### config.mk
export PLATFORM = sky130hd
export DESIGN_NAME = hazard_scoreboard
export DESIGN_NICKNAME = d
export VERILOG_FILES = /design/src/rtl/hazard_scoreboard.sv
export SDC_FILE = /design/constraint.sdc
export NUM_CORES = 1
export LEC_CHECK = 0
export BUFFER_PORTS_ARGS = -buffer_cell sky130_fd_sc_hd__buf_4
export CAP_MARGIN = 25
export CORE_ASPECT_RATIO = 0.7
export CORE_MARGIN = 10
export CORE_UTILIZATION = 40
export CTS_BUF_LIST = sky130_fd_sc_hd__clkbuf_4 sky130_fd_sc_hd__clkbuf_8
export CTS_CLUSTER_SIZE = 25
export DETAILED_ROUTE_END_ITERATION = 10
export HOLD_SLACK_MARGIN = 0.08
export SLEW_MARGIN = 5
export SYNTH_ARGS = -nofsm -noshare
export SYNTH_HDL_FRONTEND = slang
export SYNTH_SLANG_ARGS = --single-unit
export TNS_END_PERCENT = 50
### constraint.sdc
create_clock -name clk -period 3.9 [get_ports clk]
set_input_delay 0.195 -clock clk [delete_from_list [all_inputs] [get_ports clk]]
set_output_delay 0.195 -clock clk [all_outputs]
set_load 0.03 [all_outputs]
### src/rtl/hazard_scoreboard.sv
//------------------------------------------------------------------------------
// Module   : hazard_scoreboard
// Purpose  : Per-register scoreboard that decides decode stalls and operand
//            forward-source selectors. Forwarding is enabled by defining
//            HAZARD_SB_FORWARD_EN.
// Revision : 1.0
//------------------------------------------------------------------------------
`default_nettype none

module hazard_scoreboard #(
    parameter  int NREG   = 32,
    parameter  int DEPTH  = 4,
    parameter  int MAXLAT = 3,
    localparam int RW     = $clog2(NREG),
    localparam int AGW    = $clog2(DEPTH + 1),
    localparam int LW     = $clog2(MAXLAT + 1)
) (
    input  logic           clk,
    input  logic           reset,
    input  logic           issue_valid,
    input  logic [RW-1:0]  issue_rs,
    input  logic [RW-1:0]  issue_rt,
    input  logic           issue_rs_used,
    input  logic           issue_rt_used,
    input  logic           issue_wr_en,
    input  logic [RW-1:0]  issue_wr_reg,
    input  logic [LW-1:0]  issue_lat,
    input  logic           flush,
    output logic           stall,
    output logic           issue_fire,
    output logic [AGW-1:0] fwd_rs,
    output logic [AGW-1:0] fwd_rt,
    output logic [15:0]    stall_cycles
);

    localparam logic [AGW-1:0] c_depth  = AGW'(DEPTH);
    localparam logic [LW-1:0]  c_maxLat = LW'(MAXLAT);

    logic [NREG-1:0] r_busy;
    logic [AGW-1:0]  r_age [NREG];
    logic [LW-1:0]   r_rem [NREG];
    logic [15:0]     r_stallCycles;

    logic            w_rsTracked;
    logic            w_rtTracked;
    logic            w_rsHazard;
    logic            w_rtHazard;
    logic [AGW-1:0]  w_rsFwd;
    logic [AGW-1:0]  w_rtFwd;
    logic [LW-1:0]   w_loadRem;
    logic            w_load;

    assign w_rsTracked = issue_rs_used && (issue_rs != '0) && r_busy[issue_rs];
    assign w_rtTracked = issue_rt_used && (issue_rt != '0) && r_busy[issue_rt];

`ifdef HAZARD_SB_FORWARD_EN
    assign w_rsHazard = w_rsTracked && (r_rem[issue_rs] != '0);
    assign w_rtHazard = w_rtTracked && (r_rem[issue_rt] != '0);
    // Write-back stage is served by the write-through register file.
    assign w_rsFwd = (w_rsTracked && (r_rem[issue_rs] == '0) && (r_age[issue_rs] < c_depth))
                   ? r_age[issue_rs] : '0;
    assign w_rtFwd = (w_rtTracked && (r_rem[issue_rt] == '0) && (r_age[issue_rt] < c_depth))
                   ? r_age[issue_rt] : '0;
`else
    assign w_rsHazard = w_rsTracked && (r_age[issue_rs] < c_depth);
    assign w_rtHazard = w_rtTracked && (r_age[issue_rt] < c_depth);
    assign w_rsFwd    = '0;
    assign w_rtFwd    = '0;
`endif

    assign stall        = issue_valid && (w_rsHazard || w_rtHazard);
    assign issue_fire   = issue_valid && !stall && !flush;
    assign fwd_rs       = w_rsFwd;
    assign fwd_rt       = w_rtFwd;
    assign stall_cycles = r_stallCycles;

    assign w_load = issue_fire && issue_wr_en && (issue_wr_reg != '0);

    // A latency of 0 behaves as 1; anything above MAXLAT is clamped.
    always_comb begin
        w_loadRem = '0;
        if (issue_lat == '0) begin
            w_loadRem = '0;
        end else if (issue_lat > c_maxLat) begin
            w_loadRem = c_maxLat - LW'(1);
        end else begin
            w_loadRem = issue_lat - LW'(1);
        end
    end

    always_ff @(posedge clk or negedge reset) begin
        if (!reset) begin
            r_busy        <= '0;
            r_stallCycles <= '0;
            for (int i = 0; i < NREG; i++) begin
                r_age[i] <= '0;
                r_rem[i] <= '0;
            end
        end else begin
            // Entry 0 is never loaded, so it stays idle from reset.
            for (int i = 1; i < NREG; i++) begin
                if (w_load && (issue_wr_reg == RW'(i))) begin
                    r_busy[i] <= 1'b1;
                    r_age[i]  <= AGW'(1);
                    r_rem[i]  <= w_loadRem;
                end else if (r_busy[i]) begin
                    if (r_age[i] == c_depth) begin
                        r_busy[i] <= 1'b0;
                        r_age[i]  <= '0;
                        r_rem[i]  <= '0;
                    end else begin
                        r_age[i] <= r_age[i] + AGW'(1);
                        if (r_rem[i] != '0) begin
                            r_rem[i] <= r_rem[i] - LW'(1);
                        end
                    end
                end
            end
            if (stall && (r_stallCycles != 16'hFFFF)) begin
                r_stallCycles <= r_stallCycles + 16'd1;
            end
        end
    end

endmodule

`default_nettype wire
==> results of run 1 <==
-- stage by stage --
stage               worst slack (ns)  hold WS, ns
floorplan                      1.316      -0.1006
global placement              0.8169       0.3620
detailed placement            0.8212       0.3576
CTS                           0.6357       0.1318
global route                  0.5115       0.1603
finish                        0.6882       0.1716
-- cell type report --
class	instances	area [um^2]	area share (%)
inverters	67	251.5	2.810
clock inverters	15	146.4	1.636
flip-flops and latches	140	3503	39.15
well taps	264	330.3	3.691
clock buffers	17	234.0	2.615
multi-input cells	561	4000	44.70
repair buffers	61	483.0	5.397
-- routing by layer --
metal | track usage [%] | vias to the layer above | part of all wire [%]
met5 | 0 | - | 0
met4 | 3.764 | 0 | 0.96
met3 | 3.485 | 15 | 3.4
met2 | 20.50 | 75 | 44
met1 | 18.92 | 2883 | 51
li1 | - | 2973 | -
-- power by group --
group,total [mW],internal (mW),switching [mW]
registers,2.43,1.97,0.455
clock network,1.14,0.476,0.664
logic,1.81,0.828,0.985
total,5.38,3.27,2.10
-- cells by family after synthesis --
logic type               Yosys count  synth area share [%]
AO/OA/AOI/OAI                    275                 21.83
AND/OR/NAND/NOR                  169                 10.88
flip-flops                       140                 44.21
buffers and inverters            107                 5.620
adder cells (fa/ha/maj)           63                 9.946
multiplexers                      33                 5.810
XOR/XNOR                          15                 1.658
other                              1               0.04732
-- worst max-delay path, cell delays in order, from the launching register on --
cell	delay, ns
dfrtp_1	0.45
nor2b_1	0.16
buf_4	0.15
mux4_2	0.46
mux2_2	0.28
o22ai_1	0.15
a211oi_1	0.07
a41oi_2	0.25
buf_4	0.29
and2_1	0.15
buf_4	0.15
-- sequential cells by signal, indices dropped and copies added, names as in the netlist --
register,flops
r_age,93
stall_cycles,16
r_busy,31
-- placed cells by master (no fill, tap or decap), types with 7 or more instances in the layout --
master    Yosys  routed
a21oi_1     111     111
inv_6         0       7
mux2i_1      19      19
nor4_1        7       7
inv_1        67      67
clkbuf_8      0      17
ha_1         63      63
o21ai_0      40      40
a221o_1       8       8
nor2_1       43      43
dfrtp_1     140     140
nand3_1      16      16
nor2b_1      27      27
nand2_1      43      43
a22o_1       30      30
xor2_1       14      14
a22oi_1      27      27
a31oi_1      23      23
a21o_1       24      24
buf_4         8      56
mux4_2       10      10
-- cells in the mapped netlist, types with 5 or more instances --
master / number
inv_1: 67
nor2_1: 43
ha_1: 63
a22oi_1: 27
and3b_1: 5
and3_1: 5
nor4_1: 7
buf_4: 8
a21oi_1: 111
xor2_1: 14
nand3_1: 16
nor2b_1: 27
a31oi_1: 23
buf_2: 10
a221o_1: 8
nor3b_1: 6
mux2i_1: 19
mux4_2: 10
o21ai_0: 40
dfrtp_1: 140
a22o_1: 30
nand2_1: 43
clkbuf_1: 21
a21o_1: 24
-- what timing repair did --
item,CTS,global route
hold buffers,2,0
endpoints found under the hold margin,92,0
endpoints found under the setup margin,0,0
-- path summary, 6_finish.rpt --
path                                         startpoint                      endpoint  slack [ns]
hold / removal                          issue_wr_reg[1]         r_age[59]$_DFFE_PN0P_        0.17
setup reg to reg                   r_busy[19]$_DFF_PN0_           r_busy[1]$_DFF_PN0_        0.81
hold reg to reg            stall_cycles[14]$_DFFE_PN0P_  stall_cycles[14]$_DFFE_PN0P_        0.49
setup / recovery                   r_busy[19]$_DFF_PN0_                    issue_fire        0.69
min in group asynchronous                         reset         r_age[36]$_DFFE_PN0P_        0.39
max in group asynchronous                         reset         r_age[71]$_DFFE_PN0P_        2.59
==> run summary, run 1 <==
Status = complete, no violations
Design area = 0.008949 mm^2
Resized cells post-CTS = 0
Crit path capture type = output port
Via-to-Cell Ratio = 5.285
Syn avg cell area = 9.869 um^2
Min cycle time layout = 3.212 ns
Ant diodes = 0
Layout Nets = 935
Post-Synthesis Cells = 803
Slew Limit Fails = 0
Crit path kind = flip-flop to output port
GP Congestion = 0.7830
# fillers = 1783
Register bit total from synthesis = 140
Ranking of synthesized cells by area = dfrtp_1 (44%), ha_1 (9.9%), a21oi_1 (7.0%)
Final Instance Count excl. Fillers = 1125
Number of global-route vias before repair = 5583
CTS H-tree lvls = 4
CTS Buf Count = 17
Largest net degree at the start of global routing = 94
DRT iter0 DRCs = 573
Final worst path period share = 82.35%
Core Util, Final = 46.65%
Post-detailed-route DRC marker count = 0
Max Fclk = 0.3114 GHz
Post-DP Area = 0.008548 mm^2
Worst-Margin Slew = 0.8925 ns
R2R cell count = 11
Setup repair bufs after CTS = 0
CTS root buf = clkbuf_8
Max-cap violations = 0
Synth top area share = 44.21%
Drt wl/cell = 15.04 um
Hold WC Path Type = primary input to flip-flop
Setup TNS = 0 ns
Initial core utilization = 41.32%
Leak = 4.334 nW
# clock sinks = 140
Core area = 0.01918 mm^2
Worst-path clk slew = 0.09 ns
Max clock buf depth = 2
Biggest area consumer among synthesized cells = dfrtp_1
TritonCTS clock tree = done
Startpoint Class = flip-flop
Routed wire length = 16.92 mm
Crit path arrival time = 3.02 ns
Hold Crit Depth = 3
Overall power = 5.378 mW
Distinct cells, synth = 48
Clock skew = 0.01850 ns
Tot GR Track Use = 13.60%
Detail Route Antenna Nets = 0
Post-synth EDFFs = 0
Area of the mapped netlist = 0.007925 mm^2
Worst skew pair latency = 0.47 ns
GRT overflow = 0
Initial antenna violation count = 0
First-pass GRT wire length = 28.71 mm
RSZ-0062 raised after global routing = no
Pwr Density = 601.0 mW/mm^2
Sequential fraction of the synthesis area = 44.21%
Main flop type after synthesis = dfrtp_1
Via Count = 5946
Slew HR = 40.18%
Required @ worst endpoint = 3.70 ns
I/O Buffers = 39
Synth-to-Final Area Change = 12.91%
Hold Vio Cnt, Final = 0
Post-DP HPWL = 11.76 mm
Die Y-Extent = 137.8 um
Asr flop ratio synth = 100.0%
Critical-path maximum fanout = 20
Endpoints failing setup = 0
Ports = 48
Layout cells sized above 1 = 12.54%
Row count = 42
Horiz. Die Dim = 188.2 um
Cells after DPL = 1091
Synthesis Warnings = 4
Maximum VDD drop = 0.0003041 V
TritonRoute pass-1 iters = 5
Die Area = 0.02593 mm^2
No activity file was read; power rests on OpenSTA's default activity.
==> inputs of run 2 (changes only) <==
--- a/config.mk
+++ b/config.mk
@@ -5,6 +5,7 @@
 export SDC_FILE = /design/constraint.sdc
 export NUM_CORES = 1
 export LEC_CHECK = 0
+export ABC_AREA = 1
 export BUFFER_PORTS_ARGS = -buffer_cell sky130_fd_sc_hd__buf_4
 export CAP_MARGIN = 25
 export CORE_ASPECT_RATIO = 0.7
==> constraint.sdc (replaced) <==
create_clock -name clk -period 3.08 [get_ports clk]
set_input_delay 0.154 -clock clk [delete_from_list [all_inputs] [get_ports clk]]
set_output_delay 0.154 -clock clk [all_outputs]
set_load 0.03 [all_outputs]
==> run 2 against run 1 <==
Against the previous run:
- worst hold slack worse by 0.038 ns
- combinational power rose by 72%
- register-to-register slack worse by 0.06 ns
- die area increased by 9.7%
- routed wire length grew 27%
- global-route usage is 2.3 points higher
- clock power up 40%
- area after synthesis increased by 11%
- clock skew fell by 0.0045 ns
- setup slack got worse by 0.27 ns
- design area is 9.2% higher
- largest power group unchanged
==> run summary, run 2 <==
Asr flop ratio synth = 100.0% (unchanged)
WHS = 0.1335 ns (was 0.1716 ns)
Hold WC Path Type = primary input to flip-flop (unchanged)
Row count = 45 (was 42)
Dominant cell by count in the synthesized netlist = nand2_1 (was dfrtp_1)
Post-synth top cells = nand2_1 (391), inv_1 (184), dfrtp_1 (140) (was dfrtp_1 (140), a21oi_1 (111), inv_1 (67))
Leak = 5.219 nW (was 4.334 nW)
Min cycle time layout = 2.658 ns
Crit path capture type = output port (unchanged)
Hold Vio Cnt, Final = 0 (unchanged)
Critical-path maximum fanout = 18 (was 20)
Die Area = 0.02846 mm^2 (was 0.02593 mm^2)
R2R cell count = 15 (was 11)
Die Y-Extent = 144.2 um (was 137.8 um)
First-pass GRT wire length = 35.71 mm (was 28.71 mm)
Reg2reg end = r_age[23]$_DFFE_PN0P_ (was r_busy[1]$_DFF_PN0_)
Horiz. Die Dim = 197.4 um (was 188.2 um)
Startpoint Class = flip-flop (unchanged)
Hold Path Sink = r_age[24]$_DFFE_PN0P_ (was r_age[59]$_DFFE_PN0P_)
RSZ-0062 raised after global routing = no (unchanged)
Detail Route Antenna Nets = 0 (unchanged)
Hold path start = issue_wr_reg[4] (was issue_wr_reg[1])
Logic pwr share = 39.7% (was 33.7%)
GRT overflow = 0 (unchanged)
Synthesis Warnings = 4 (unchanged)
Max clock buf depth = 2 (unchanged)
Area of the multi-input gates = 0.004417 mm^2 (was 0.004000 mm^2)
Largest Register = r_age (unchanged)
TritonRoute pass-1 iters = 6 (was 5)
Max reg flops = 93 (unchanged)
Drt wl/cell = 13.81 um (was 15.04 um)
Tot GR Track Use = 15.87% (was 13.60%)
Ports = 48 (unchanged)
Sequential power share = 39.9% (was 45.1%)
Sw Pwr = 3.212 mW (was 2.104 mW)
Post-DP HPWL = 16.20 mm (was 11.76 mm)
Most common cell after layout, fill and taps aside = nand2_1 (was dfrtp_1)
Setup slack, reg-to-reg = 0.75 ns (was 0.81 ns)
Crit path arrival time = 2.50 ns (was 3.02 ns)
Overall power = 7.850 mW (was 5.378 mW)
Distinct cells, synth = 34 (was 48)
Core area = 0.02168 mm^2 (was 0.01918 mm^2)
Layout cells sized above 1 = 7.862% (was 12.54%)
Max Fclk = 0.3762 GHz
Slew Limit Fails = 0 (unchanged)
CTS root buf = clkbuf_8 (unchanged)
DRT iter0 DRCs = 590 (was 573)
CTS H-tree lvls = 4 (unchanged)
TritonCTS clock tree = done (unchanged)
Post-synth EDFFs = 0 (unchanged)
Setup TNS = 0 ns (unchanged)
Endpoints failing setup = 0 (unchanged)
Hold Crit Depth = 3 (unchanged)
Post-detailed-route DRC marker count = 0 (unchanged)
Worst-Margin Slew = 0.6152 ns (was 0.8925 ns)
Via Count = 7496 (was 5946)
Clock skew = 0.01402 ns (was 0.01850 ns)
Initial core utilization = 40.64% (was 41.32%)
Reg2reg start = r_busy[29]$_DFF_PN0_ (was r_busy[19]$_DFF_PN0_)
# clock sinks = 140 (unchanged)
Crit path kind = flip-flop to output port (unchanged)
Register bit total from synthesis = 140 (unchanged)
Number of global-route vias before repair = 6946 (was 5583)
Area of the mapped netlist = 0.008810 mm^2 (was 0.007925 mm^2)
Max-cap violations = 0 (unchanged)
Syn avg cell area = 7.251 um^2 (was 9.869 um^2)
Required @ worst endpoint = 2.93 ns (was 3.70 ns)
# fillers = 2163 (was 1783)
Status = complete, no violations (unchanged)
Layout Nets = 1346 (was 935)
Largest net degree at the start of global routing = 78 (was 94)
Pwr Density = 803.6 mW/mm^2 (was 601.0 mW/mm^2)
Clock network power share = 20.4% (was 21.2%)
Worst-path clk slew = 0.08 ns (was 0.09 ns)
Slew HR = 58.99% (was 40.18%)
CTS Buf Count = 17 (unchanged)
Main flop type after synthesis = dfrtp_1 (unchanged)
Maximum VDD drop = 0.0003563 V (was 0.0003041 V)
Synth top area share = 39.77% (was 44.21%)
Synth-to-Final Area Change = 10.88% (was 12.91%)
Resized cells post-CTS = 0 (unchanged)
Worst skew pair latency = 0.48 ns (was 0.47 ns)
Routed wire length = 21.45 mm (was 16.92 mm)
FF/Latch Area = 0.003503 mm^2 (unchanged)
Most frequent cells in the layout = nand2_1 (391), inv_1 (184), dfrtp_1 (140) (was dfrtp_1 (140), a21oi_1 (111), inv_1 (67))
GP Congestion = 0.9008 (was 0.7830)
Biggest area consumer among synthesized cells = dfrtp_1 (unchanged)
I/O Buffers = 39 (unchanged)
Sw Share = 40.92% (was 39.11%)
P_int = 4.638 mW (was 3.274 mW)
Post-Synthesis Cells = 1215 (was 803)
Initial antenna violation count = 0 (unchanged)
Sequential fraction of the synthesis area = 39.77% (was 44.21%)
Ranking of synthesized cells by area = dfrtp_1 (40%), nand2_1 (17%), ha_1 (8.9%) (was dfrtp_1 (44%), ha_1 (9.9%), a21oi_1 (7.0%))
Ant diodes = 0 (unchanged)
Final worst path period share = 86.31%
Via-to-Cell Ratio = 4.824 (was 5.285)
==> run 2: kinds of logic after synthesis <==
logic type	count (synthesis)	share of synthesized area, %
simple gates	649	29.97
buf+inv	214	10.31
flops	140	39.77
compound gates	134	9.572
fa+ha+maj	63	8.948
xor+xnor	14	1.392
other cells	1	0.04257
==> run 2: layout make-up <==
cell class	instances	share of cell area, %
Clock buffer	19	2.549
Inverter	189	7.263
Multi-Input combinational cell	866	45.22
Timing Repair Buffer	45	3.779
Sequential cell	140	35.87
Tap cell	282	3.612
Clock inverter	13	1.716
==> run 2: stage by stage <==
stage	utilization [%]	setup slack [ns]	std cells	area, um^2
detailed placement	43.09	0.6795	1521	9341
global route	45.06	0.1842	1554	9768
finish	45.06	0.4215	1554	9768
floorplan	-	0.9902	1220	8828
CTS	45.06	0.4050	1554	9768
global placement	43.09	0.7308	1521	9341
==> run 2: power by group through the flow <==
| stage | combinational [mW] | sequential, mW | clock (mW) |
|---|---|---|---|
| floorplan | 2.43 | 3.08 | 0 |
| CTS | 3.14 | 3.13 | 1.66 |
| finish | 3.12 | 3.14 | 1.60 |
| global route | 3.69 | 3.24 | 1.75 |
| global placement | 3.03 | 3.15 | 0 |
| detailed placement | 3.13 | 3.16 | 0 |
==> run 2: how the worst max path moves through the flow <==
stage	from	to	slack [ns]
finish	r_busy[17]$_DFF_PN0_	stall	0.42
global route	r_busy[16]$_DFF_PN0_	stall	0.18
CTS	r_busy[16]$_DFF_PN0_	stall	0.41
detailed placement	issue_rs[0]	r_age[23]$_DFFE_PN0P_	0.68
global placement	issue_rs[0]	r_age[23]$_DFFE_PN0P_	0.73
floorplan	stall_cycles[0]$_DFFE_PN0P_	stall_cycles[4]$_DFFE_PN0P_	0.99
==> run 2: worst max-delay path, stage by stage, from the launching register on <==
cell and delay [ns]:
dfrtp_1 0.42, inv_1 0.11, nor2_1 0.28, nand2_1 0.09
and2_1 0.14, nand2_1 0.05, nand2_1 0.04, nand3_1 0.06
nand2_1 0.05, nand2_1 0.05, nand3_1 0.10, nand2_1 0.12
inv_2 0.07, nor2_8 0.24, buf_4 0.22
==> run 2: metal layers <==
layer / track usage (%) / wire length, um
met4: 4.841 / 313
met5: 0 / 0
met2: 22.15 / 8738
met3: 3.575 / 956
met1: 23.55 / 11440
==> run 2: repair_timing <==
action / in CTS / in global routing
hold buffers: 1 / 0
hold endpoints to repair: 63 / 0
setup buffers: 0 / 0
